File: src/rtl/lc3b_mem_stage.sv
// lc3b_mem_stage -- MEM stage of the LC-3b pipeline.
//
// Performs every data-memory access for the instruction held in EX/MEM:
// word/byte loads and stores, two-access indirect ops (LDI/STI) and the
// TRAP vector fetch. Requests go to the data cache combinationally and are
// held until dmem_resp. While an access is outstanding mem_stall freezes all
// upstream pipeline registers, so the inputs (and the request) stay stable.
//
// Ports:
//   clk, reset            pipeline clock, synchronous active-high reset
//   in_valid, mem_op      EX/MEM holds a live instruction / memory op code
//   addr_in, sr_in        effective address / store data
//   alu_in, pc_in, dest_in  passthrough values for MEM/WB
//   dmem_*                cache request/response handshake
//   mem_stall             hold EX/MEM and all earlier stages
//   wb_valid, wb_data, wb_dest, wb_pc   result into MEM/WB
module lc3b_mem_stage (
    input  logic        clk,
    input  logic        reset,
    input  logic        in_valid,
    input  logic [2:0]  mem_op,
    input  logic [15:0] addr_in,
    input  logic [15:0] sr_in,
    input  logic [15:0] alu_in,
    input  logic [15:0] pc_in,
    input  logic [2:0]  dest_in,
    output logic        dmem_read,
    output logic        dmem_write,
    output logic [1:0]  dmem_byte_enable,
    output logic [15:0] dmem_address,
    output logic [15:0] dmem_wdata,
    input  logic [15:0] dmem_rdata,
    input  logic        dmem_resp,
    output logic        mem_stall,
    output logic        wb_valid,
    output logic [15:0] wb_data,
    output logic [2:0]  wb_dest,
    output logic [15:0] wb_pc
);

    localparam logic [2:0] OP_NONE = 3'b000;
    localparam logic [2:0] OP_LDR  = 3'b001;
    localparam logic [2:0] OP_LDB  = 3'b010;
    localparam logic [2:0] OP_STR  = 3'b011;
    localparam logic [2:0] OP_STB  = 3'b100;
    localparam logic [2:0] OP_LDI  = 3'b101;
    localparam logic [2:0] OP_STI  = 3'b110;
    localparam logic [2:0] OP_TRAP = 3'b111;

    typedef enum logic {FIRST = 1'b0, SECOND = 1'b1} state_t;

    state_t      state, state_next;
    logic [15:0] ptr;
    logic        live, indirect, completing, load_ptr;
    logic [1:0]  byte_be;
    logic [7:0]  byte_sel;

    // Reset masks the request in the same cycle so the cache never sees a
    // strobe while it is itself being reset.
    assign live     = in_valid && (mem_op != OP_NONE) && !reset;
    assign indirect = (mem_op == OP_LDI) || (mem_op == OP_STI);
    assign byte_be  = addr_in[0] ? 2'b10 : 2'b01;
    assign byte_sel = addr_in[0] ? dmem_rdata[15:8] : dmem_rdata[7:0];

    assign wb_dest = dest_in;
    assign wb_pc   = pc_in;

    // State register (plus the indirection pointer)
    always_ff @(posedge clk) begin
        if (reset) begin
            state <= FIRST;
            ptr   <= '0;
        end else begin
            state <= state_next;
            if (load_ptr)
                ptr <= dmem_rdata;
        end
    end

    // Next-state logic
    always_comb begin
        state_next = state;
        load_ptr   = 1'b0;
        case (state)
            FIRST: begin
                if (live && indirect && dmem_resp) begin
                    state_next = SECOND;
                    load_ptr   = 1'b1;
                end
            end
            SECOND: begin
                // Losing the instruction here is a protocol violation; fall
                // back to FIRST rather than hold a stale second access.
                if (!live || dmem_resp)
                    state_next = FIRST;
            end
            default: state_next = FIRST;
        endcase
    end

    // Output logic
    always_comb begin
        dmem_read        = 1'b0;
        dmem_write       = 1'b0;
        dmem_byte_enable = 2'b00;
        dmem_address     = '0;
        dmem_wdata       = '0;
        completing       = 1'b0;
        wb_data          = alu_in;

        if (live) begin
            if (state == SECOND) begin
                // Second half of LDI/STI: word access at the fetched pointer.
                dmem_address     = {ptr[15:1], 1'b0};
                dmem_byte_enable = 2'b11;
                completing       = dmem_resp;
                if (mem_op == OP_STI) begin
                    dmem_write = 1'b1;
                    dmem_wdata = sr_in;
                end else begin
                    dmem_read = 1'b1;
                    wb_data   = dmem_rdata;
                end
            end else begin
                case (mem_op)
                    OP_LDR, OP_TRAP: begin
                        dmem_read        = 1'b1;
                        dmem_address     = {addr_in[15:1], 1'b0};
                        dmem_byte_enable = 2'b11;
                        completing       = dmem_resp;
                        wb_data          = dmem_rdata;
                    end
                    OP_LDI, OP_STI: begin
                        // Pointer fetch: never completes the instruction.
                        dmem_read        = 1'b1;
                        dmem_address     = {addr_in[15:1], 1'b0};
                        dmem_byte_enable = 2'b11;
                    end
                    OP_LDB: begin
                        dmem_read        = 1'b1;
                        dmem_address     = addr_in;
                        dmem_byte_enable = byte_be;
                        completing       = dmem_resp;
                        wb_data          = {{8{byte_sel[7]}}, byte_sel};
                    end
                    OP_STR: begin
                        dmem_write       = 1'b1;
                        dmem_address     = {addr_in[15:1], 1'b0};
                        dmem_byte_enable = 2'b11;
                        dmem_wdata       = sr_in;
                        completing       = dmem_resp;
                    end
                    OP_STB: begin
                        // Byte replicated on both lanes; the enable picks one.
                        dmem_write       = 1'b1;
                        dmem_address     = addr_in;
                        dmem_byte_enable = byte_be;
                        dmem_wdata       = {sr_in[7:0], sr_in[7:0]};
                        completing       = dmem_resp;
                    end
                    default: ;
                endcase
            end
        end

        mem_stall = live && !completing;
        wb_valid  = completing || (in_valid && (mem_op == OP_NONE) && !reset);
    end

endmodule

File: config.mk
export PLATFORM = sky130hd
export DESIGN_NAME = lc3b_mem_stage
export DESIGN_NICKNAME = d
export VERILOG_FILES = /design/src/rtl/lc3b_mem_stage.sv
export SDC_FILE = /design/constraint.sdc
export NUM_CORES = 1
export LEC_CHECK = 0
export CORE_MARGIN = 10
export CORE_UTILIZATION = 55
export DETAILED_ROUTE_END_ITERATION = 8
export DONT_BUFFER_PORTS = 1
export PLACE_DENSITY = 0.7
export SKIP_LAST_GASP = 1
export SLEW_MARGIN = 15
export SYNTH_ARGS = -nofsm -noshare
export SYNTH_HDL_FRONTEND = slang
export SYNTH_SLANG_ARGS = --single-unit
File: constraint.sdc
create_clock -name clk -period 2.64 [get_ports clk]
set_input_delay 0.528 -clock clk [delete_from_list [all_inputs] [get_ports clk]]
set_output_delay 0.528 -clock clk [all_outputs]
set_load 0.05 [all_outputs]
==> results of run 1 <==
==> layer usage <==
metal  wire length, um  vias up  GRT usage, %
li1                  -      836             -
met1              2391      792         20.24
met2              3200      111         35.08
met3               795        6         10.49
met4                25        0         2.555
met5                 0        -             0
==> cells in the final DEF (no fill, tap or decap), types with 2 or more instances in the layout <==
cell	netlist	layout
and2_2	0	9
nand2b_1	3	3
nor2_1	52	52
mux2i_1	31	31
nand2_1	6	6
o2bb2ai_1	8	7
a221o_1	7	7
buf_12	0	10
nor2b_1	5	5
nor3b_4	1	2
inv_1	3	3
a22oi_1	9	9
buf_4	20	46
a21oi_1	5	5
clkbuf_4	0	3
dfxtp_1	16	15
and2_1	17	8
nand3_1	2	2
==> sequential cells by signal (all words and copies together), names as in the netlist <==
name	cells
ptr	15
state	1
==> worst max-delay path, delay by kind of cell, from the launching register on <==
kind,cells,cell delay (ns)
compound gates,2,0.93
flops,1,0.40
buf+inv,2,0.34
==> stage by stage <==
stage               power (uW)  area (um2)  util, %  setup WS, ns
global route             829.3        2240    72.76       0.03826
CTS                      804.1        2235    72.60       0.01909
floorplan                607.2        1819        -       -0.2031
finish                   797.9        2240    72.76        0.1494
detailed placement       635.9        2192    71.22        0.1629
global placement         629.3        2192    71.22        0.2310
==> how the worst max path moves through the flow <==
stage / from / to / slack (ns)
2_1_floorplan: reset / wb_data[10] / -0.20
3_3_place_gp: mem_op[0] / wb_data[6] / 0.23
3_5_place_dp: mem_op[0] / wb_data[0] / 0.16
4_1_cts: state / wb_data[0] / 0.02
5_1_grt: state / wb_data[6] / 0.04
6_report: state / wb_data[6] / 0.15
==> timing repair <==
action | in CTS | in global routing
endpoints found under the setup margin | 7 | 15
pin swaps | 0 | 1
buffers inserted | 0 | 0
resized for setup | 1 | 3
==> cells by family (layout without fill, tap and decap cells) <==
kind of cell	after synthesis	in the layout
compound gates	43	43
simple gates	97	97
xor+xnor	2	2
buf+inv	39	63
mux	32	32
flops	16	16
==> power breakdown <==
group	switching, uW	total, uW	leakage (uW)	internal, uW
clock	82.4	166	0.0000210	83.9
sequential	2.82	248	0.000130	245
combinational	238	384	0.000857	146
total	323	798	0.00101	475
==> layout make-up <==
class | instances | area (um2) | area share, %
inverter | 3 | 11.26 | 0.5028
tap | 44 | 55.05 | 2.458
sequential | 16 | 321.6 | 14.36
timing repair buffer | 56 | 545.5 | 24.36
clock buffer | 4 | 36.28 | 1.620
multi-input combinational | 174 | 1270 | 56.70
==> impl_results.md, run 1 <==
* Setup TNS at 0 ns
* Clock Latency Late Sink at around 0.29 ns
* Clk sinks at 16
* Slew headroom at roughly half
* Initial DRC count at 95
* Min Tclk post-route at 2.491 ns
* Chip Width at between 70 and 80 um
* Die ar. at 5941 um2
* Post-synth top cells: 52 x nor2_1, 31 x mux2i_1, 20 x buf_4
* Clock buffer count from CTS at 3
* Total Nets Final at 344
* Crit-path max FO at 16
* Simple-Gate Fraction of Synth Area at between 20 and 30%
* HPWL reported at the end of detailed placement at 5333 um
* FF+latch count, synth at 16
* Final setup fails at 0
* Fillers at 247
* Htree depth at 1
* Vias/cell at between 5 and 6
* Worst hold start: reset
* Largest stage delay, worst path at 0.60 ns
* Worst Reg-to-Reg Cells at 4
* Via Count at 1745
* Max Transition Viols Final at 0
* Hold WC Path Type: in2reg
* First-pass GRT wire length at about 9700 um
* Post-synthesis mux area share at approximately 18%
* Cell Chain, Critical Path: buf_4, o21ai_2, a221o_1, buf_12
* GP Congestion at 0.9468
* Max clock buf depth at 2
* Synthesized Nets at approximately 320
* FP Rows at 20
* Core ar. at roughly 3100 um2
* Hold Path End: ptr[10]
* WL per Instance at between 20 and 25 um
* Worst Hold Path Cells at 1
* Top cell type's share of synthesized area at 17.88%
* CP required at 2.11 ns
* Port Buf Inserts at 0
* Largest family of logic cells by synthesized area: simple AND/OR/NAND/NOR gates
* Post-synthesis xor/xnor area fraction at 0.9777%
* Leak at 0.001008 uW
* Maximum VDD drop at roughly 0.28 mV
* Share of cells above drive strength 1 at approximately 34%
* Critical path endpoint category: primary output
* Ys async rst share at 0%
* Post-synthesis cell type count at 47
* Worst setup SP type: register
* Netlist Area Pre-Place at about 1800 um2
* CTS tree: yes
* Slowest CP cell: o21ai_2
* Fmax at 0.4015 GHz
* Initial antenna violation count at 0
* Vias in the first global route at about 1800
* ANT nets after route at 0
* Pin count of the biggest net entering global routing at 26
* # hold bufs at CTS at 0
* Starting Density at between 50 and 60%
* Finished Layout Cells at 297
* EDFF count, synth at 0
* DR DRC count at 0
* Critical Path AT at between 1.5 and 2 ns
* Grt ovf at 0
* DRT Pass-1 Iters at 4
* Die Ht at approximately 77 um
* Post-synthesis adder-cell area fraction at 0%
* CP Class: reg2out
* Max cap viols at 0
* Final Hold Fails at 0
* Ports at ~160
* Top FF cell, synth: dfxtp_1
* Layout area overhead at 25.00%
* Status: finished clean
* YS warnings at 0
* Biggest area consumer among synthesized cells: dfxtp_1
* Critical register-to-register path startpoint: state
* Most numerous cell in the Yosys netlist: nor2_1
* CTS clk-pin slew, worst paths at 0.11 ns
* Unrepaired setup endpoints after global routing: no
* Hold WS at 0.2940 ns
* Clock root buffer: clkbuf_4
* Post-synthesis compound-gate area fraction at approximately a fifth
* R2R Path End: ptr[7]
* Syn Inst Count at around 230
* Pwr per Cell Area at approximately 360 nW/um2
* Syn avg cell area at about 7.8 um2
* Diode count at 0
* DP Cell Count at 293
* FF-to-FF setup slack at approximately 1.1 ns
* Final Skew at roughly 0.0086 ns
* GRT Overall Usage at 19.60%
* Sequential-to-total area share from yosys stat at between 15 and 20%
* Synth area leaders: dfxtp_1 18%, mux2i_1 17%, nor2_1 11%
* Worst-Margin Slew at approximately 0.74 ns
* Final Cycle Share at between 90% and 100%
* DRT Wirelength at 6412 um
Power figures use the tool's default switching activity.
==> run 2: changes to the inputs <==
--- a/config.mk
+++ b/config.mk
@@ -5,13 +5,15 @@
 export SDC_FILE = /design/constraint.sdc
 export NUM_CORES = 1
 export LEC_CHECK = 0
+export ABC_AREA = 1
 export CORE_MARGIN = 10
 export CORE_UTILIZATION = 55
+export CTS_BUF_LIST = sky130_fd_sc_hd__clkbuf_8 sky130_fd_sc_hd__clkbuf_16
 export DETAILED_ROUTE_END_ITERATION = 8
 export DONT_BUFFER_PORTS = 1
 export PLACE_DENSITY = 0.7
 export SKIP_LAST_GASP = 1
-export SLEW_MARGIN = 15
+export SLEW_MARGIN = 10
 export SYNTH_ARGS = -nofsm -noshare
 export SYNTH_HDL_FRONTEND = slang
 export SYNTH_SLANG_ARGS = --single-unit
==> run 2 against run 1 <==
Against the previous run: clock skew is 0.0067 ns lower; non-clock buffer count is 4 higher; final area is 15% higher; maximum frequency is 0.33% higher; combinational power is 22% higher; register-to-register slack worse by 0.54 ns; largest cell class unchanged; largest power group unchanged; highest routed layer unchanged.
==> impl_results.md, run 2 <==
* Status: finished clean
* FF+latch count, synth at 16
* Slew headroom at 65.01%
* Most frequent cells in the layout: 157 x nand2_1, 42 x buf_4, 33 x nor2_1
* Unrepaired setup endpoints after global routing: no
* Largest delay contributor family on the critical path: flip-flops
* Crit-path max FO at 9
* Sequential-to-total area share from yosys stat at between 10% and 20%
* Post CTS Setup Buffer Count at 0
* Fmax at between 0.4 and 0.5 GHz
* Biggest area consumer among synthesized cells: nand2_1
* Switching share of power at 41.36%
* Top cell type's share of synthesized area at between 20% and 30%
* Synthesized Nets at 479
* Min Tclk post-route at 2.482 ns
* Worst Reg-to-Reg Cells at 8
* Hold Path End: state
* Share of cells above drive strength 1 at 20.77%
* Max cap viols at 0
* Final Cycle Share at between 90 and 100%
* Pwr per Cell Area at 361.4 nW/um2
* First-pass GRT wire length at about 11000 um
* Slowest CP cell: dfxtp_1
* Netlist Area Pre-Place at between 2000 and 2500 um2
* Hold WC Path Type: in2reg
* Worst Path Buf+Inv at 3
* Internal power at 548.0 uW
* FP Rows at 22
* Final worst slack at around 0.16 ns
* Cell Chain, Critical Path: nand2_2, o21ai_0, inv_2, o21ai_2, inv_1, buf_12
* Sequential fraction of design power at around 27%
* Pwr Total at between 900 and 1000 uW
* Setup TNS at 0 ns
* WL per Instance at 15.68 um
* Critical register-to-register path startpoint: state
* DR DRC count at 0
* Design area at about 2600 um2
* Leak at between 0.001 and 0.0015 uW
* HPWL reported at the end of detailed placement at approximately 6000 um
* Max clock buf depth at 2
* Clock Latency Late Sink at 0.25 ns
* Die Ht at 80.90 um
* DRT Pass-1 Iters at 4
* Place WS at 0.2848 ns
* M1 GR Usage at ~22%
* Final Skew at 0.001908 ns
* Post-synthesis cell type count at 28
* Top flop regs: ptr x15, state x1
* Clock buffer count from CTS at 3
* Worst-Margin Slew at 0.5242 ns
* Worst Hold Path Cells at 1
* Worst hold start: dmem_resp
* GP Congestion at a little over 0.9
* Core ar. at about 3600 um2
* Chip Width at approximately 81 um
* Top FF cell, synth: dfxtp_1
* Fillers at 346
* Port Buf Inserts at 0
* Layout area overhead at 26.81%
* Total Nets Final at approximately 500
* Worst setup SP type: register
* Starting Density at between 50% and 60%
* Via Count at 2509
* Clock share of power at a little under a quarter
* GRT Overall Usage at a little over 20%
* CP required at between 2 and 2.5 ns
* # hold bufs at CTS at 0
* Critical path endpoint category: primary output
* Syn avg cell area at 5.243 um2
* Ys async rst share at 0%
* R2R Path End: ptr[4]
* Max Transition Viols Final at 0
* ANT nets after route at 0
* Clock root buffer: clkbuf_8
* Initial DRC count at roughly 180
* Die ar. at ~6500 um2
* Syn Inst Count at about 400
* Vias/cell at roughly 5.4
* Ports at approximately 160
* Vias in the first global route at roughly 2400
* DRT Wirelength at 7246 um
* Most numerous cell in the Yosys netlist: nand2_1
* Final setup fails at 0
* YS warnings at 0
* Post-synth top cells: 157 x nand2_1, 33 x nor2_1, 31 x a21oi_1, 31 x nand3_1, 30 x o21ai_0
* Final Hold Fails at 0
* Critical Path AT at between 1.5 and 2 ns
* CTS tree: yes
* Maximum VDD drop at between 0.2 and 0.25 mV
* Synth area leaders: nand2_1 29%, dfxtp_1 16%, a21oi_1 7.6%
* FF-to-FF setup slack at around 0.57 ns
* Initial antenna violation count at 0
* CP Class: reg2out
* Largest Register: ptr
* Clk sinks at 16
* Met3 Usage GRT at under 10%
* Net Sw Power at between 300 and 400 uW
* CTS clk-pin slew, worst paths at roughly 0.06 ns
* Met2 Track Usage GR at around 34%
* DP Area at between 2000 and 3000 um2
* Gr busiest metal: met2
* Combinational power share at between 50% and 60%
* Grt ovf at 0
* Diode count at 0
* Most common cell after layout, fill and taps aside: nand2_1
* Max reg flops at 15
* Htree depth at 1
* Post-cts resize count at 0
* Pin count of the biggest net entering global routing at 28
* Largest stage delay, worst path at between 0.5 and 0.6 ns
* EDFF count, synth at 0
## run 2: how the worst max path moves through the flow
| stage | startpoint | endpoint | cells past startpoint |
|---|---|---|---|
| finish | state | dmem_write | 6 |
| floorplan | mem_op[2] | dmem_address[10] | 7 |
| global placement | mem_op[0] | dmem_wdata[0] | 8 |
| CTS | state | dmem_write | 6 |
| global route | state | dmem_wdata[5] | 6 |
| detailed placement | mem_op[0] | dmem_wdata[5] | 8 |
## run 2: power groups by stage
stage	registers, uW	logic [uW]	clock network, uW
4_1_cts	252	467	215
6_report	252	467	215
3_5_place_dp	257	466	0
2_1_floorplan	255	387	0
3_3_place_gp	257	459	0
5_1_grt	252	500	231
## run 2: per-stage QoR
stage	std cells	utilization, %	hold WS, ns
after floorplan	389	-	0.4549
after global routing	462	71.18	0.3870
after global placement	458	69.66	0.4656
after CTS	462	71.18	0.3737
final	462	71.18	0.3754
after detailed placement	458	69.66	0.4743
## run 2: kinds of logic (layout without fill, tap and decap cells)
logic type / Yosys count / count (layout) / share of synthesized area (%)
AND/OR/NAND/NOR: 237 / 237 / 49.02
buffers and inverters: 69 / 94 / 17.73
flip-flops: 16 / 16 / 15.71
AO/OA/AOI/OAI: 67 / 67 / 17.55
## run 2: routing by layer
layer  routed length [um]  vias to the layer above
li1                     -                     1258
met3                  954                       16
met5                    0                        -
met2                 3488                      131
met4                  113                        0
met1                 2689                     1104
## run 2: cell type report
cell class / instances / area (um2) / area share, %
clock buffer: 4 / 55.05 / 2.129
inverter: 30 / 112.6 / 4.354
multi-input combinational: 304 / 1363 / 52.69
sequential: 16 / 320.3 / 12.39
tap: 48 / 60.06 / 2.322
timing repair buffer: 60 / 675.6 / 26.12
## run 2: worst register-to-register path: stages, from the launching register on
cell	delay, ns
dfxtp_1	0.58
inv_1	0.15
buf_4	0.24
nand3_1	0.09
nor2_1	0.04
nand2_1	0.21
inv_1	0.31
o21ai_0	0.26
a21oi_1	0.06
==> run 3: changes to the inputs <==
--- a/config.mk
+++ b/config.mk
@@ -12,7 +12,6 @@
 export DETAILED_ROUTE_END_ITERATION = 8
 export DONT_BUFFER_PORTS = 1
 export PLACE_DENSITY = 0.7
-export SKIP_LAST_GASP = 1
 export SLEW_MARGIN = 10
 export SYNTH_ARGS = -nofsm -noshare
 export SYNTH_HDL_FRONTEND = slang
==> results of run 3 <==
Same layout as run 2: the final DEF is identical, and so are final timing and power.
